File: src/rtl/user_lock_pkg.sv
// Shared types and defaults for the user-locked register read and write paths.
package user_lock_pkg;

    typedef enum logic [1:0] {
        IDLE   = 2'd0,
        RESP   = 2'd1,
        LOCKED = 2'd2
    } state_t;

    localparam int DEF_DATA_W   = 8;
    localparam int DEF_ID_W     = 2;
    // Must match the authorised ID of the write-side register.
    localparam int DEF_READ_ID  = 2;
    localparam int DEF_MAX_VIOL = 3;
    localparam int AUDIT_LIMIT  = 255;

endpackage

File: src/rtl/user_lock_viol_ctr.sv
// Saturating up-counter with a terminal-count flag (hit = cnt==LIMIT).
module user_lock_viol_ctr #(
    parameter int LIMIT = 3,
    parameter int W     = $clog2(LIMIT + 1)
) (
    input  logic         clk,
    input  logic         rst_n,
    input  logic         i_inc,
    output logic [W-1:0] o_cnt,
    output logic         o_hit
);

    localparam logic [W-1:0] LIM_V = W'(LIMIT);

    logic [W-1:0] r_cnt;

    always_ff @(posedge clk or negedge rst_n) begin
        if (!rst_n) begin
            r_cnt <= '0;
        end else if (i_inc && (r_cnt != LIM_V)) begin
            r_cnt <= r_cnt + 1'b1;
        end
    end

    assign o_cnt = r_cnt;
    assign o_hit = (r_cnt == LIM_V);

endmodule

File: src/rtl/user_locked_reader.sv
// Read responder for a user-locked register with sticky lockout after repeated violations.
// Optional audit outputs (audit_id, audit_cnt) are enabled by USER_LOCKED_READER_AUDIT_EN.
//
// state  | meaning
// IDLE   | granting; next rd_req is captured and checked
// RESP   | response held on rsp_* until rsp_ready
// LOCKED | violation limit reached; port dead until reset
module user_locked_reader
    import user_lock_pkg::*;
#(
    parameter int DATA_W   = DEF_DATA_W,
    parameter int ID_W     = DEF_ID_W,
    parameter int READ_ID  = DEF_READ_ID,
    parameter int MAX_VIOL = DEF_MAX_VIOL
) (
    input  logic              clk,
    input  logic              rst_n,
    input  logic              rd_req,
    input  logic [ID_W-1:0]   rd_usr_id,
    output logic              rd_gnt,
    input  logic [DATA_W-1:0] reg_data,
    output logic              rsp_valid,
    input  logic              rsp_ready,
    output logic [DATA_W-1:0] rsp_data,
    output logic              rsp_err,
    output logic              locked
`ifdef USER_LOCKED_READER_AUDIT_EN
    ,
    output logic [ID_W-1:0]   audit_id,
    output logic [7:0]        audit_cnt
`endif
);

    localparam int VW = $clog2(MAX_VIOL + 1);
    localparam logic [ID_W-1:0] READ_ID_V = ID_W'(READ_ID);

    state_t            r_state;
    logic [DATA_W-1:0] r_rsp_data;
    logic              r_rsp_err;

    logic              w_id_ok;
    logic              w_viol_inc;
    logic              w_viol_hit;
    logic [VW-1:0]     w_viol_cnt_unused;

    assign w_id_ok    = (rd_usr_id == READ_ID_V);
    assign w_viol_inc = (r_state == IDLE) && rd_req && !w_id_ok;

    user_lock_viol_ctr #(
        .LIMIT (MAX_VIOL),
        .W     (VW)
    ) u_viol_ctr (
        .clk   (clk),
        .rst_n (rst_n),
        .i_inc (w_viol_inc),
        .o_cnt (w_viol_cnt_unused),
        .o_hit (w_viol_hit)
    );

    always_ff @(posedge clk or negedge rst_n) begin
        if (!rst_n) begin
            r_state    <= IDLE;
            r_rsp_data <= '0;
            r_rsp_err  <= 1'b0;
        end else begin
            case (r_state)
                IDLE: begin
                    if (rd_req) begin
                        r_state    <= RESP;
                        r_rsp_data <= w_id_ok ? reg_data : '0;
                        r_rsp_err  <= !w_id_ok;
                    end
                end
                RESP: begin
                    // Counter already reflects this request's violation here.
                    if (rsp_ready) begin
                        r_state    <= w_viol_hit ? LOCKED : IDLE;
                        r_rsp_data <= '0;
                        r_rsp_err  <= 1'b0;
                    end
                end
                LOCKED: begin
                    r_state <= LOCKED;
                end
                default: begin
                    r_state    <= IDLE;
                    r_rsp_data <= '0;
                    r_rsp_err  <= 1'b0;
                end
            endcase
        end
    end

    assign rd_gnt    = (r_state == IDLE);
    assign rsp_valid = (r_state == RESP);
    assign locked    = (r_state == LOCKED);
    // Gate so register bits can never appear outside a live response.
    assign rsp_data  = rsp_valid ? r_rsp_data : '0;
    assign rsp_err   = rsp_valid & r_rsp_err;

`ifdef USER_LOCKED_READER_AUDIT_EN
    logic            w_aud_inc;
    logic            w_aud_sat_unused;
    logic [7:0]      w_aud_cnt;
    logic [ID_W-1:0] r_audit_id;

    // Attempts while LOCKED still count as violations for audit purposes.
    assign w_aud_inc = rd_req && !w_id_ok && ((r_state == IDLE) || (r_state == LOCKED));

    user_lock_viol_ctr #(
        .LIMIT (AUDIT_LIMIT),
        .W     (8)
    ) u_audit_ctr (
        .clk   (clk),
        .rst_n (rst_n),
        .i_inc (w_aud_inc),
        .o_cnt (w_aud_cnt),
        .o_hit (w_aud_sat_unused)
    );

    always_ff @(posedge clk or negedge rst_n) begin
        if (!rst_n) begin
            r_audit_id <= '0;
        end else if (w_aud_inc) begin
            r_audit_id <= rd_usr_id;
        end
    end

    assign audit_id  = r_audit_id;
    assign audit_cnt = w_aud_cnt;
`endif

endmodule

File: config.mk
export PLATFORM = sky130hd
export DESIGN_NAME = user_locked_reader
export DESIGN_NICKNAME = d
export VERILOG_FILES = /design/src/rtl/user_lock_pkg.sv /design/src/rtl/user_lock_viol_ctr.sv /design/src/rtl/user_locked_reader.sv
export SDC_FILE = /design/constraint.sdc
export NUM_CORES = 1
export LEC_CHECK = 0
export BUFFER_PORTS_ARGS = -buffer_cell sky130_fd_sc_hd__buf_2
export CORE_AREA = 5 5 46 48
export CTS_BUF_LIST = sky130_fd_sc_hd__clkbuf_4 sky130_fd_sc_hd__clkbuf_8
export CTS_CLUSTER_SIZE = 10
export DETAILED_ROUTE_END_ITERATION = 6
export DIE_AREA = 0 0 51 53
export PLACE_DENSITY = 0.71
export SLEW_MARGIN = 20
export SYNTH_ARGS = -nofsm -noshare
export SYNTH_HDL_FRONTEND = slang
export SYNTH_HIERARCHICAL = 1
export SYNTH_SLANG_ARGS = --single-unit
File: constraint.sdc
create_clock -name clk -period 1.25 [get_ports clk]
set_clock_uncertainty 0.1 [all_clocks]
set_input_delay 0 -clock clk [delete_from_list [all_inputs] [get_ports clk]]
set_output_delay 0 -clock clk [all_outputs]
set_load 0.01 [all_outputs]
==> impl_metrics.ini, run 1 <==
[placed_design]
gp_congestion = 0.739
hpwl_um = 1130
dp.cells = 102
placed_area_um2 = 881
dp_slack_ps = -111
io_buffer_count = 25

[cells_and_area]
fin_cells = 124
fin_area_um2 = 1210
final_common_cell = buf_6
n_antenna_cell = 0
mostFrequentLayoutCells = buf_6 (17), buf_2 (14), dlygate4sd3_1 (11), dfrtp_1 (11), buf_4 (10)
postLayoutCoreUtil_pct = 72.7
area_delta_synth_final_pct = 80.3
nets = 123
drive_above_1_share_pct = 64.5

[timing]
rsz0062_at_grt = yes
report.final.slew_viol_count = 0
timing.slew.headroom_pct = 79.8
fin_tns_setup_ps = -2310
worst_pin_slew_ps = 304
whs_ps = 31.1
fin_crit_ps = 1400
min_period_over_period_pct = 112
hold_viol_final = 0
fmax_ghz = 0.712
worst_slack_ps = -155
finalSetupViolCount = 22

[clock_network]
cts_buffer_depth = 2
clk_latency_ps = 280
cts_root_buf = clkbuf_4
cts_tree = done
h-tree-depth = 1
path_clk_slew_ps = 90
numCtsBuffers = 3
cts.sinks = 13

[synth]
synth_nets = 67
synth_edf_count = 0
synth.area.top_cells = dfrtp_1 (48%), a22o_1 (10%), and2_1 (7.4%)
yosys.area.top_type = dfrtp_1
synth-seq-cells = 13
synthCells = 52
yosysUniqueCellTypes = 19
async_flop_share_pct = 100
synth_area_um2 = 673
synth_top_area_share_pct = 48.3
seq_area_frac_synth_pct = 48.3
synth_area_per_cell_um2 = 12.9
synth_ff_type = dfrtp_1
ys_warn_count = 6

[setup_path]
critPathKind = reg2reg
crit_arrival_ps = 1480
required_ps = 1320
startpoint_type = flop
cp-end-kind = flop
crit_chain = buf_12 -> nor2_4 -> and3_4 -> nand2b_4 -> mux2_4
cpPeakStageDelay_ps = 440
crit_slowest_cell = dfrtp_2
path_max_fanout = 4

[detailed_routing]
drt_iter0_markers = 13
final_antenna_net_count = 0
drc_errors = 0
dr_total_vias = 629
wl_per_cell_um = 15.6
drt-pass1-iter-count = 4
avgViaCountPerCell = 5.07
wl_um = 1930

[global_route]
grt.overflow.total = 0
antenna_found_initial = 0
grt_pass1_vias = 667
grt_pass1_wl_um = 3080
grtUsageTotal_pct = 15.3
grt_max_degree = 14

[power]
power.density_nw_per_um2 = 1980
p_total_mw = 2.40
power_leakage_nw = 0.609
vdd_drop_max_mv = 1.05

[hold_path]
hold_path.class = in2async

[die]
die_h_um = 53
coreArea_um2 = 1670
dieWidth_um = 51
row_count = 15
start_util_pct = 40.3
ioPinCount = 26
dieArea_um2 = 2700

[job]
cap_violations = 0

[outcome]
violations = setup timing
status = complete, but fails checks
## power breakdown
| group | switching (mW) | total, mW | internal (mW) |
|---|---|---|---|
| registers | 0.0893 | 0.629 | 0.540 |
| logic | 0.582 | 1.48 | 0.902 |
| clock network | 0.140 | 0.286 | 0.145 |
## synth_stat cells, types with 2 or more instances
library cell / instances
inv_1: 3
nor2_1: 3
buf_6: 2
nand2b_4: 3
and2_1: 8
a22o_1: 8
dfrtp_1: 13
## timing repair
action / in CTS / in global routing
setup endpoints to repair: 22 / 23
endpoints found under the hold margin: 24 / 0
buffers inserted: 6 / 1
pin swaps: 10 / 5
resized for setup: 19 / 12
hold buffers: 11 / 0
## path summary, 6_finish.rpt
kind	slack [ps]	cells past startpoint	startpoint	endpoint
worst min register to register	410	1	r_rsp_data[5]$_DFFE_PN0P_	r_rsp_data[5]$_DFFE_PN0P_
max in group asynchronous	760	2	rst_n	r_state[1]$_DFFE_PN0P_
worst max register to register	-150	5	r_state[0]$_DFFE_PN0P_	u_viol_ctr/o_cnt[1]$_DFFE_PN0P_
worst max-delay path	-150	5	r_state[0]$_DFFE_PN0P_	u_viol_ctr/o_cnt[1]$_DFFE_PN0P_
min in group clk	180	5	rd_usr_id[1]	r_rsp_data[0]$_DFFE_PN0P_
worst min-delay path	30	2	rst_n	r_rsp_data[2]$_DFFE_PN0P_
## critical path: cells and delay by family (launching register included)
family / cells / cell delay (ps)
simple gates: 3 / 330
buf+inv: 1 / 140
mux: 1 / 290
flops: 1 / 440
## metal layers
metal  vias up  share of wire, %  GRT usage (%)
li1        291                 -              -
met1       308                38           19.0
met2        28                55           25.8
met3         2               6.2           4.51
met4         0              0.72           3.59
met5         -                 0              0
## flip-flops by register name, indices dropped and copies added (netlist names)
signal	count
r_rsp_data	8
r_state	2
u_viol_ctr/o_cnt	2
r_rsp_err	1
## logic make-up (layout without fill, tap and decap cells)
family	count (synthesis)	count (layout)	share of synthesized area, %
buf+inv	5	60	5.02
fa+ha+maj	1	1	1.86
flops	13	13	48.3
simple gates	19	19	23.6
xor+xnor	1	1	1.30
compound gates	11	11	16.2
mux	2	2	3.72
## area by class of cell
type / instances / area (µm²)
Timing Repair Buffer: 53 / 467
Fill cell: 112 / 457
Multi-Input combinational cell: 34 / 354
Sequential cell: 13 / 328
Clock buffer: 4 / 30.0
Tap cell: 17 / 21.3
Inverter: 3 / 13.8
Note: power is estimated with default switching activity, not from simulation.
==> inputs of run 2 (changes only) <==
CORE_AREA = 5 5 49 51   (was 5 5 46 48)
DIE_AREA = 0 0 54 56   (was 0 0 51 53)
PLACE_DENSITY = 0.6   (was 0.71)
SYNTH_HIERARCHICAL = default   (was 1)
==> run 2 against run 1 <==
  * The run still ends with setup timing left
  * Critical path depth shrank 2
  * Synthesized cell count grew 7.7%
  * Core utilization is 16 points lower
  * Register-to-register slack worse by 80 ps
  * Largest power group unchanged
  * Highest routed layer unchanged
==> impl_metrics.ini, run 2 <==
[power]
power.density_nw_per_um2 = 1900
vdd_drop_max_mv = 0.807
power_leakage_nw = 0.564

[synth]
synth_top_area_share_pct = 51.4
synth_area_per_cell_um2 = 11.3
synth_edf_count = 0
synth_most_common_cell = dfrtp_1
synth_ff_type = dfrtp_1
seq_area_frac_synth_pct = 51.4
yosysUniqueCellTypes = 20
ys_warn_count = 0
yosys.area.top_type = dfrtp_1
synth-seq-cells = 13
netlist_top_cells_count = dfrtp_1 (13), and2_1 (9), a22o_1 (5)
synth.area.top_cells = dfrtp_1 (51%), and2_1 (8.9%), a22o_1 (6.9%)
synth_nets = 71
synthCells = 56
synth_area_um2 = 633
async_flop_share_pct = 100

[cells_and_area]
num-fill-cells = 169
final_common_cell = buf_2
mostFrequentLayoutCells = buf_2 (23), dfrtp_1 (13), dlygate4sd3_1 (12), and2_1 (8), buf_4 (7)
largest_register_ff_count = 8
top_register = r_rsp_data
fin_area_um2 = 1080
drive_above_1_share_pct = 46.2
area_delta_synth_final_pct = 70.9
postLayoutCoreUtil_pct = 56.9
nets = 122
n_antenna_cell = 0

[outcome]
violations = setup timing
status = complete, but fails checks

[detailed_routing]
drt-pass1-iter-count = 3
drc_errors = 0
avgViaCountPerCell = 4.34
wl_per_cell_um = 12.5
dr_total_vias = 577
drt_iter0_markers = 3
wl_um = 1670
final_antenna_net_count = 0

[timing]
worst_slack_ps = -236
fin_crit_ps = 1490
fmax_ghz = 0.673
hold_viol_final = 0
rsz0062_at_grt = yes
timing.slew.headroom_pct = 78.1
whs_ps = 39.9
worst_pin_slew_ps = 328
report.final.slew_viol_count = 0
finalSetupViolCount = 22
min_period_over_period_pct = 119

[placed_design]
hpwl_um = 1030
placed_area_um2 = 840
gp_congestion = 0.657
io_buffer_count = 25
dp_slack_ps = -233

[die]
coreArea_um2 = 1900
die_h_um = 56
dieArea_um2 = 3020
ioPinCount = 26
row_count = 16
dieWidth_um = 54
start_util_pct = 33.3

[setup_path]
worstReg2RegStart = r_state[1]$_DFFE_PN0P_
crit_chain = or3b_4 -> nor3_4 -> mux2_4
cp-end-kind = flop
startpoint_type = flop
path_max_fanout = 4
cpPeakStageDelay_ps = 430
crit_arrival_ps = 1550
crit_start = r_state[1]$_DFFE_PN0P_
required_ps = 1310
critPathKind = reg2reg
crit_slowest_cell = or3b_4

[hold_path]
hp-start = rd_usr_id[0]
hold_path.class = in2reg

[clock_network]
cts_tree = done
numCtsBuffers = 3
clk_latency_ps = 270
h-tree-depth = 1
cts.sinks = 13
path_clk_slew_ps = 80
cts_root_buf = clkbuf_4
cts_buffer_depth = 2

[global_route]
grt_max_degree = 14
grtUsageTotal_pct = 11.9
grt.overflow.total = 0
grt_pass1_vias = 584
grt_pass1_wl_um = 2610
antenna_found_initial = 0

[job]
cap_violations = 0
run 2: changes by cell type in the layout (fill, tap and decap cells not counted), moves of 6 or more:
cell,change
buf_2,+9
and2_1,+8
and2_4,-6
buf_6,-12
run 2: what timing repair did:
item	in CTS	in global routing
buffers inserted	1	3
pin swaps	1	2
hold endpoints to repair	24	0
setup endpoints to repair	22	23
resized for setup	5	8
gates cloned	1	0
hold buffers	12	0
run 2: logic make-up after synthesis:
family / Yosys count / synth area share (%)
AND/OR/NAND/NOR: 22 / 21.9
flip-flops: 13 / 51.4
AO/OA/AOI/OAI: 8 / 10.5
buffers and inverters: 6 / 4.74
multiplexers: 5 / 8.10
XOR/XNOR: 1 / 1.38
adder cells (fa/ha/maj): 1 / 1.98
run 2: path summary, 6_finish.rpt:
path	cells past startpoint	end	slack, ps
max	3	u_viol_ctr.o_cnt[1]$_DFFE_PN0P_	-240
min	5	r_rsp_data[0]$_DFFE_PN0P_	40
max reg2reg	3	u_viol_ctr.o_cnt[1]$_DFFE_PN0P_	-240
min reg2reg	1	r_rsp_data[2]$_DFFE_PN0P_	410
max in group asynchronous	2	u_viol_ctr.o_cnt[0]$_DFFE_PN0P_	750
min in group asynchronous	2	u_viol_ctr.o_cnt[1]$_DFFE_PN0P_	60
run 2: final cells by class:
type                       instances  area (µm²)  area share (%)
sequential                        13         325            30.1
tap                               27        33.8            3.12
clock buffer                       4        30.0            2.77
inverter                           4        15.0            1.39
timing repair buffer              47         344            31.8
multi-input combinational         38         334            30.9
run 2: metal layers:
metal / routed length, µm / vias up / GRT usage (%) / share of wire, %
met5: 0 / - / 0 / 0
met4: 15 / 0 / 6.41 / 0.90
met3: 84 / 2 / 3.75 / 5.0
met2: 849 / 15 / 17.1 / 51
met1: 718 / 271 / 15.4 / 43
li1: - / 289 / - / -
run 2: per-stage QoR:
step                instances  setup TNS (ps)  power [mW]
floorplan                  56           -2420        1.17
global placement          113           -3220        1.44
detailed placement        113           -3460        1.45
CTS                       131           -2770        1.90
global route              133           -4500        2.21
finish                    133           -2980        2.06
run 2: critical path: cells and delay by family (launching register included):
family	cells	cell delay (ps)
and+or+nand+nor	2	590
DFF	1	380
muxes	1	310
run 2: where the power goes:
part	internal [mW]	switching, mW	leakage [nW]
Sequential	0.554	0.0723	0.171
Combinational	0.652	0.504	0.374
Clock	0.145	0.133	0.0184
